<file path="src/rtl/axis_wb_ram_writer.sv">
// rtl/axis_wb_ram_writer.sv - AXI-stream packet to Wishbone RAM write master
`timescale 1ns/1ps

module axis_wb_ram_writer #(
   parameter int DATA_WIDTH   = 32,
   parameter int ADDR_WIDTH   = 16,
   parameter int SELECT_WIDTH = DATA_WIDTH / 8,
   parameter int LEN_WIDTH    = 16
) (
   input  logic                    clk,
   input  logic                    rst_n,
   input  logic                    start,
   input  logic [ADDR_WIDTH-1:0]   cfg_base_addr,
   input  logic [LEN_WIDTH-1:0]    cfg_max_words,
   input  logic [DATA_WIDTH-1:0]   s_axis_tdata,
   input  logic [SELECT_WIDTH-1:0] s_axis_tkeep,
   input  logic                    s_axis_tvalid,
   output logic                    s_axis_tready,
   input  logic                    s_axis_tlast,
   output logic [ADDR_WIDTH-1:0]   m_wb_adr_o,
   output logic [DATA_WIDTH-1:0]   m_wb_dat_o,
   output logic                    m_wb_we_o,
   output logic [SELECT_WIDTH-1:0] m_wb_sel_o,
   output logic                    m_wb_stb_o,
   output logic                    m_wb_cyc_o,
   input  logic                    m_wb_ack_i,
   input  logic                    m_wb_err_i,
   output logic                    busy,
   output logic                    done,
   output logic [LEN_WIDTH-1:0]    word_count,
   output logic                    overflow,
   output logic                    bus_error
);

   // One beat advances the word address by the bus width in bytes; the base is
   // forced onto a word boundary so every write is naturally aligned.
   localparam logic [ADDR_WIDTH-1:0] ADR_STEP       = ADDR_WIDTH'(SELECT_WIDTH);
   localparam logic [ADDR_WIDTH-1:0] ADR_ALIGN_MASK = ~ADDR_WIDTH'(SELECT_WIDTH - 1);

   typedef enum logic [2:0] {
      S_IDLE,
      S_ACCEPT,
      S_WRITE,
      S_DRAIN,
      S_FINISH
   } state_t;

   state_t                  r_state;
   logic [ADDR_WIDTH-1:0]   r_wr_adr;
   logic [LEN_WIDTH-1:0]    r_limit;
   logic                    r_last;
   logic                    r_tready;
   logic [ADDR_WIDTH-1:0]   r_adr;
   logic [DATA_WIDTH-1:0]   r_dat;
   logic [SELECT_WIDTH-1:0] r_sel;
   logic                    r_we;
   logic                    r_stb;
   logic                    r_cyc;
   logic                    r_busy;
   logic                    r_done;
   logic [LEN_WIDTH-1:0]    r_word_count;
   logic                    r_overflow;
   logic                    r_bus_error;

   logic                    w_beat_accept;
   logic                    w_beat_term;
   logic [LEN_WIDTH-1:0]    w_count_next;

   assign w_beat_accept = s_axis_tvalid & r_tready;
   assign w_beat_term   = m_wb_ack_i | m_wb_err_i;
   assign w_count_next  = r_word_count + LEN_WIDTH'(1);

   assign s_axis_tready = r_tready;
   assign m_wb_adr_o    = r_adr;
   assign m_wb_dat_o    = r_dat;
   assign m_wb_sel_o    = r_sel;
   assign m_wb_we_o     = r_we;
   assign m_wb_stb_o    = r_stb;
   assign m_wb_cyc_o    = r_cyc;
   assign busy          = r_busy;
   assign done          = r_done;
   assign word_count    = r_word_count;
   assign overflow      = r_overflow;
   assign bus_error     = r_bus_error;

   // Transfer sequencer: every output is a register set on the edge that
   // enters the state owning it, so the bus sees glitch-free levels.
   always_ff @(posedge clk or negedge rst_n) begin
      if (!rst_n) begin
         r_state      <= S_IDLE;
         r_wr_adr     <= '0;
         r_limit      <= '0;
         r_last       <= 1'b0;
         r_tready     <= 1'b0;
         r_adr        <= '0;
         r_dat        <= '0;
         r_sel        <= '0;
         r_we         <= 1'b0;
         r_stb        <= 1'b0;
         r_cyc        <= 1'b0;
         r_busy       <= 1'b0;
         r_done       <= 1'b0;
         r_word_count <= '0;
         r_overflow   <= 1'b0;
         r_bus_error  <= 1'b0;
      end else begin
         r_done <= 1'b0;
         case (r_state)
            S_IDLE: begin
               if (start) begin
                  r_word_count <= '0;
                  r_overflow   <= 1'b0;
                  r_bus_error  <= 1'b0;
                  if (cfg_max_words != '0) begin
                     r_wr_adr <= cfg_base_addr & ADR_ALIGN_MASK;
                     r_limit  <= cfg_max_words;
                     r_busy   <= 1'b1;
                     r_tready <= 1'b1;
                     r_state  <= S_ACCEPT;
                  end else begin
                     // Empty transfer: report completion without leaving IDLE.
                     r_done <= 1'b1;
                  end
               end
            end

            S_ACCEPT: begin
               if (w_beat_accept) begin
                  r_tready <= 1'b0;
                  r_adr    <= r_wr_adr;
                  r_dat    <= s_axis_tdata;
                  r_sel    <= s_axis_tkeep;
                  r_last   <= s_axis_tlast;
                  r_cyc    <= 1'b1;
                  r_stb    <= 1'b1;
                  r_we     <= 1'b1;
                  r_state  <= S_WRITE;
               end
            end

            S_WRITE: begin
               // Dropping stb on the terminating edge guarantees a low cycle
               // before the next strobe, which the RAM's ack gating relies on.
               if (w_beat_term) begin
                  r_cyc        <= 1'b0;
                  r_stb        <= 1'b0;
                  r_we         <= 1'b0;
                  r_word_count <= w_count_next;
                  r_wr_adr     <= r_wr_adr + ADR_STEP;
                  if (m_wb_err_i) begin
                     r_bus_error <= 1'b1;
                  end
                  if (r_last) begin
                     r_done  <= 1'b1;
                     r_state <= S_FINISH;
                  end else if (m_wb_err_i || r_bus_error) begin
                     r_tready <= 1'b1;
                     r_state  <= S_DRAIN;
                  end else if (w_count_next == r_limit) begin
                     r_overflow <= 1'b1;
                     r_tready   <= 1'b1;
                     r_state    <= S_DRAIN;
                  end else begin
                     r_tready <= 1'b1;
                     r_state  <= S_ACCEPT;
                  end
               end
            end

            S_DRAIN: begin
               // Swallow the rest of the packet so the producer is not stalled.
               if (s_axis_tvalid && s_axis_tlast) begin
                  r_tready <= 1'b0;
                  r_done   <= 1'b1;
                  r_state  <= S_FINISH;
               end
            end

            S_FINISH: begin
               r_busy  <= 1'b0;
               r_state <= S_IDLE;
            end

            default: begin
               r_state <= S_IDLE;
            end
         endcase
      end
   end

endmodule

</file>
<file path="config.mk">
export PLATFORM = sky130hd
export DESIGN_NAME = axis_wb_ram_writer
export DESIGN_NICKNAME = d
export VERILOG_FILES = /design/src/rtl/axis_wb_ram_writer.sv
export SDC_FILE = /design/constraint.sdc
export NUM_CORES = 1
export LEC_CHECK = 0
export ABC_CLOCK_PERIOD_IN_PS = 2500
export CAP_MARGIN = 20
export CELL_PAD_IN_SITES_DETAIL_PLACEMENT = 2
export CELL_PAD_IN_SITES_GLOBAL_PLACEMENT = 2
export CORE_UTILIZATION = 29
export CTS_CLUSTER_SIZE = 24
export DETAILED_ROUTE_END_ITERATION = 10
export GPL_ROUTABILITY_DRIVEN = 0
export PLACE_DENSITY = 0.81
export SYNTH_ARGS = -nofsm -noshare
export SYNTH_HDL_FRONTEND = slang
export SYNTH_SLANG_ARGS = --single-unit
</file>
<file path="constraint.sdc">
create_clock -name clk -period 2.5 [get_ports clk]
set_input_delay 0.75 -clock clk [delete_from_list [all_inputs] [get_ports clk]]
set_output_delay 0.75 -clock clk [all_outputs]
set_load 0.02 [all_outputs]
</file>
==> impl_metrics.yaml <==
cts:
  clock_latency_ps: 350
  hold_buffers: 0
  numCtsBuffers: 9
  path_clk_slew_ps: 70
  cts_root_buffer: "clkbuf_16"
  cts.sinks: 106
  cts.htree.levels: 3
  cts_tree: "done"
  clockBufferDepth: 2
critical_path:
  cp_top_family: "simple AND/OR/NAND/NOR gates"
  crit_slowest_cell: "or4_1"
  crit_fanout: 4
  crit_chain: "clkdlybuf4s50_1 > nor2_1 > or3_1 > or4_1 > o41ai_2"
  max_stage_delay_ps: 610
  required_ps: 2750
  worstSetupPathType: "in2reg"
  critPathLaunchType: "input port"
  end_kind: "register"
  cp.arrival_ps: 2680
  crit_buf_inv: 1
layout:
  diodes: 0
  n_fill_cell: 1815
  areaGrowthSynthToFinish_pct: 46.0
  final_cell_area_sq_um: 7410
  layout_common_cells: "clkdlybuf4s50_1, dfrtp_1, mux2_2"
  fin_util_pct: 43.2
  layout_commonest_cell: "clkdlybuf4s50_1"
  nets: 716
  drive_gt1_share_pct: 21.7
detailed_routing:
  detail-route-antenna-nets: 0
  via_count: 4391
  drc: 0
  routedWlPerCell_microns: 19.5
  first_pass_iters: 4
  avgViaCountPerCell: 5.05
  drt_wl_total_mm: 16.9
  drt_first_iter_violations: 159
sta:
  drv_slew: 0
  relSlewSlack_pct: 65.4
  post-route-period-util_pct: 97.5
  fin_crit_ps: 2440
  setup_viol: 0
  worst_slew_pin_slew_ps: 518
  skew_ps: 9.84
  fmax_ghz: 0.410
  hold_viol_final: 0
placed_design:
  io_buffers: 146
  hpwl_mm: 12.8
  placed_area_sq_um: 7120
grt:
  grt_pass1_wl_mm: 27.4
  grt_pass1_vias: 5009
  grt_overflow: 0
  grt_use_total_pct: 19.6
  antenna_found_initial: 0
  grt_max_degree: 46
yosys:
  seq_area_frac_synth_pct: 52.2
  synthFlopType: "dfrtp_1"
  yosys_warnings: 0
  synth-async-reset-ratio_pct: 100
  synth_cells: 466
  synth.avg_cell_area_sq_um: 10.9
  synth_edf_count: 0
  syn_area_sq_um: 5080
  synth_seq_cells: 106
  yosys.cell_types.count: 48
die:
  die_h_microns: 134
  design.die.area_sq_um: 18000
  io_pins: 151
  core_area_sq_um: 17200
  start_util_pct: 29.6
  rows: 48
  die_x_microns: 134
power:
  power.leakage_nw: 3.02
  pwr_density_cell_nw_per_um2: 1150
  ir_worst_vdd_mv: 0.549
status:
  run_status: "finished clean"
job:
  maxCapViolations: 0
hold_path:
  hold_path_class: "in2async"
==> registers in the layout, summed over array words and instances, names as in the netlist, 3 cells and up <==
register    count
m_wb_dat_o     32
r_limit        16
word_count     16
m_wb_adr_o     14
r_wr_adr       14
m_wb_sel_o      4
r_state         3
==> logic make-up after synthesis <==
group	synth area share (%)
xor gates and xnor gates	4.48
AOI/OAI and AO/OA	11.5
adders and majority gates	0.493
buffers and inverters	2.54
other	0.0738
muxes	15.3
and+or+nand+nor	13.4
DFF	52.2
==> worst paths after layout <==
kind	from	to	depth (start not counted)	slack, ps
worst max-delay path	start	r_state[1]	5	60
worst min-delay path	rst_n	r_wr_adr[12]	1	360
worst max register to register	word_count[0]	r_state[1]	7	80
worst min register to register	m_wb_adr_o[4]	m_wb_adr_o[4]	1	510
max in group asynchronous	rst_n	bus_error	2	1510
min in group clk	m_wb_adr_o[4]	m_wb_adr_o[4]	1	510
==> per-stage QoR <==
step | total power, mW | hold slack, ps | worst slack [ps] | std cells | setup TNS [ps]
CTS | 8.65 | 363 | 36.7 | 869 | 0
global route | 9.04 | 380 | -5.07 | 869 | -5.07
finish | 8.52 | 360 | 62.2 | 869 | 0
floorplan | 5.21 | 454 | 31.8 | 467 | 0
global placement | 6.96 | 470 | -282 | 853 | -5250
detailed placement | 7.24 | 494 | -387 | 853 | -8710
==> layer usage <==
metal | routed length, microns | track usage, %
met4 | 308 | 6.49
met1 | 7240 | 24.4
met3 | 884 | 4.38
met5 | 0 | 0
met2 | 8480 | 33.5
==> layout make-up <==
cell class | instances | area [sq um] | area share [%]
clock buffer | 11 | 233 | 3.14
clock inverter | 5 | 28.8 | 0.388
inverter | 2 | 7.51 | 0.101
multi-input combinational | 332 | 2330 | 31.5
sequential | 106 | 2660 | 35.8
tap | 225 | 282 | 3.80
timing repair buffer | 188 | 1870 | 25.3
==> timing repair <==
item | 4_1_cts | 5_1_grt
endpoints found under the setup margin | 3 | 3
gates resized for setup | 3 | 6
endpoints found under the hold margin | 0 | 0
setup buffers | 0 | 0
==> cells in the mapped netlist, types with 5 or more instances <==
master    instances  area share, %
and2_1            5           0.62
a21oi_1          25            2.5
nor4_1            5           0.62
dfrtp_1         106             52
nand3_1          14            1.4
o22ai_1           6           0.74
o21ai_0          30            3.0
xnor2_1          15            2.6
o31ai_1          10            1.5
nand2_1          39            2.9
nand4_1           8           0.99
nor3_1            6           0.59
clkbuf_1         19            1.4
xor2_1           11            1.9
mux2_2           69             15
nor2_1           38            2.8
==> power breakdown <==
part	leakage [nW]	internal [mW]	switching, mW	total [mW]
clock network	0.133	0.675	0.653	1.33
logic	1.60	2.13	2.01	4.13
registers	1.28	2.46	0.602	3.06
total	3.02	5.26	3.26	8.52
Power figures use the tool's default switching activity.
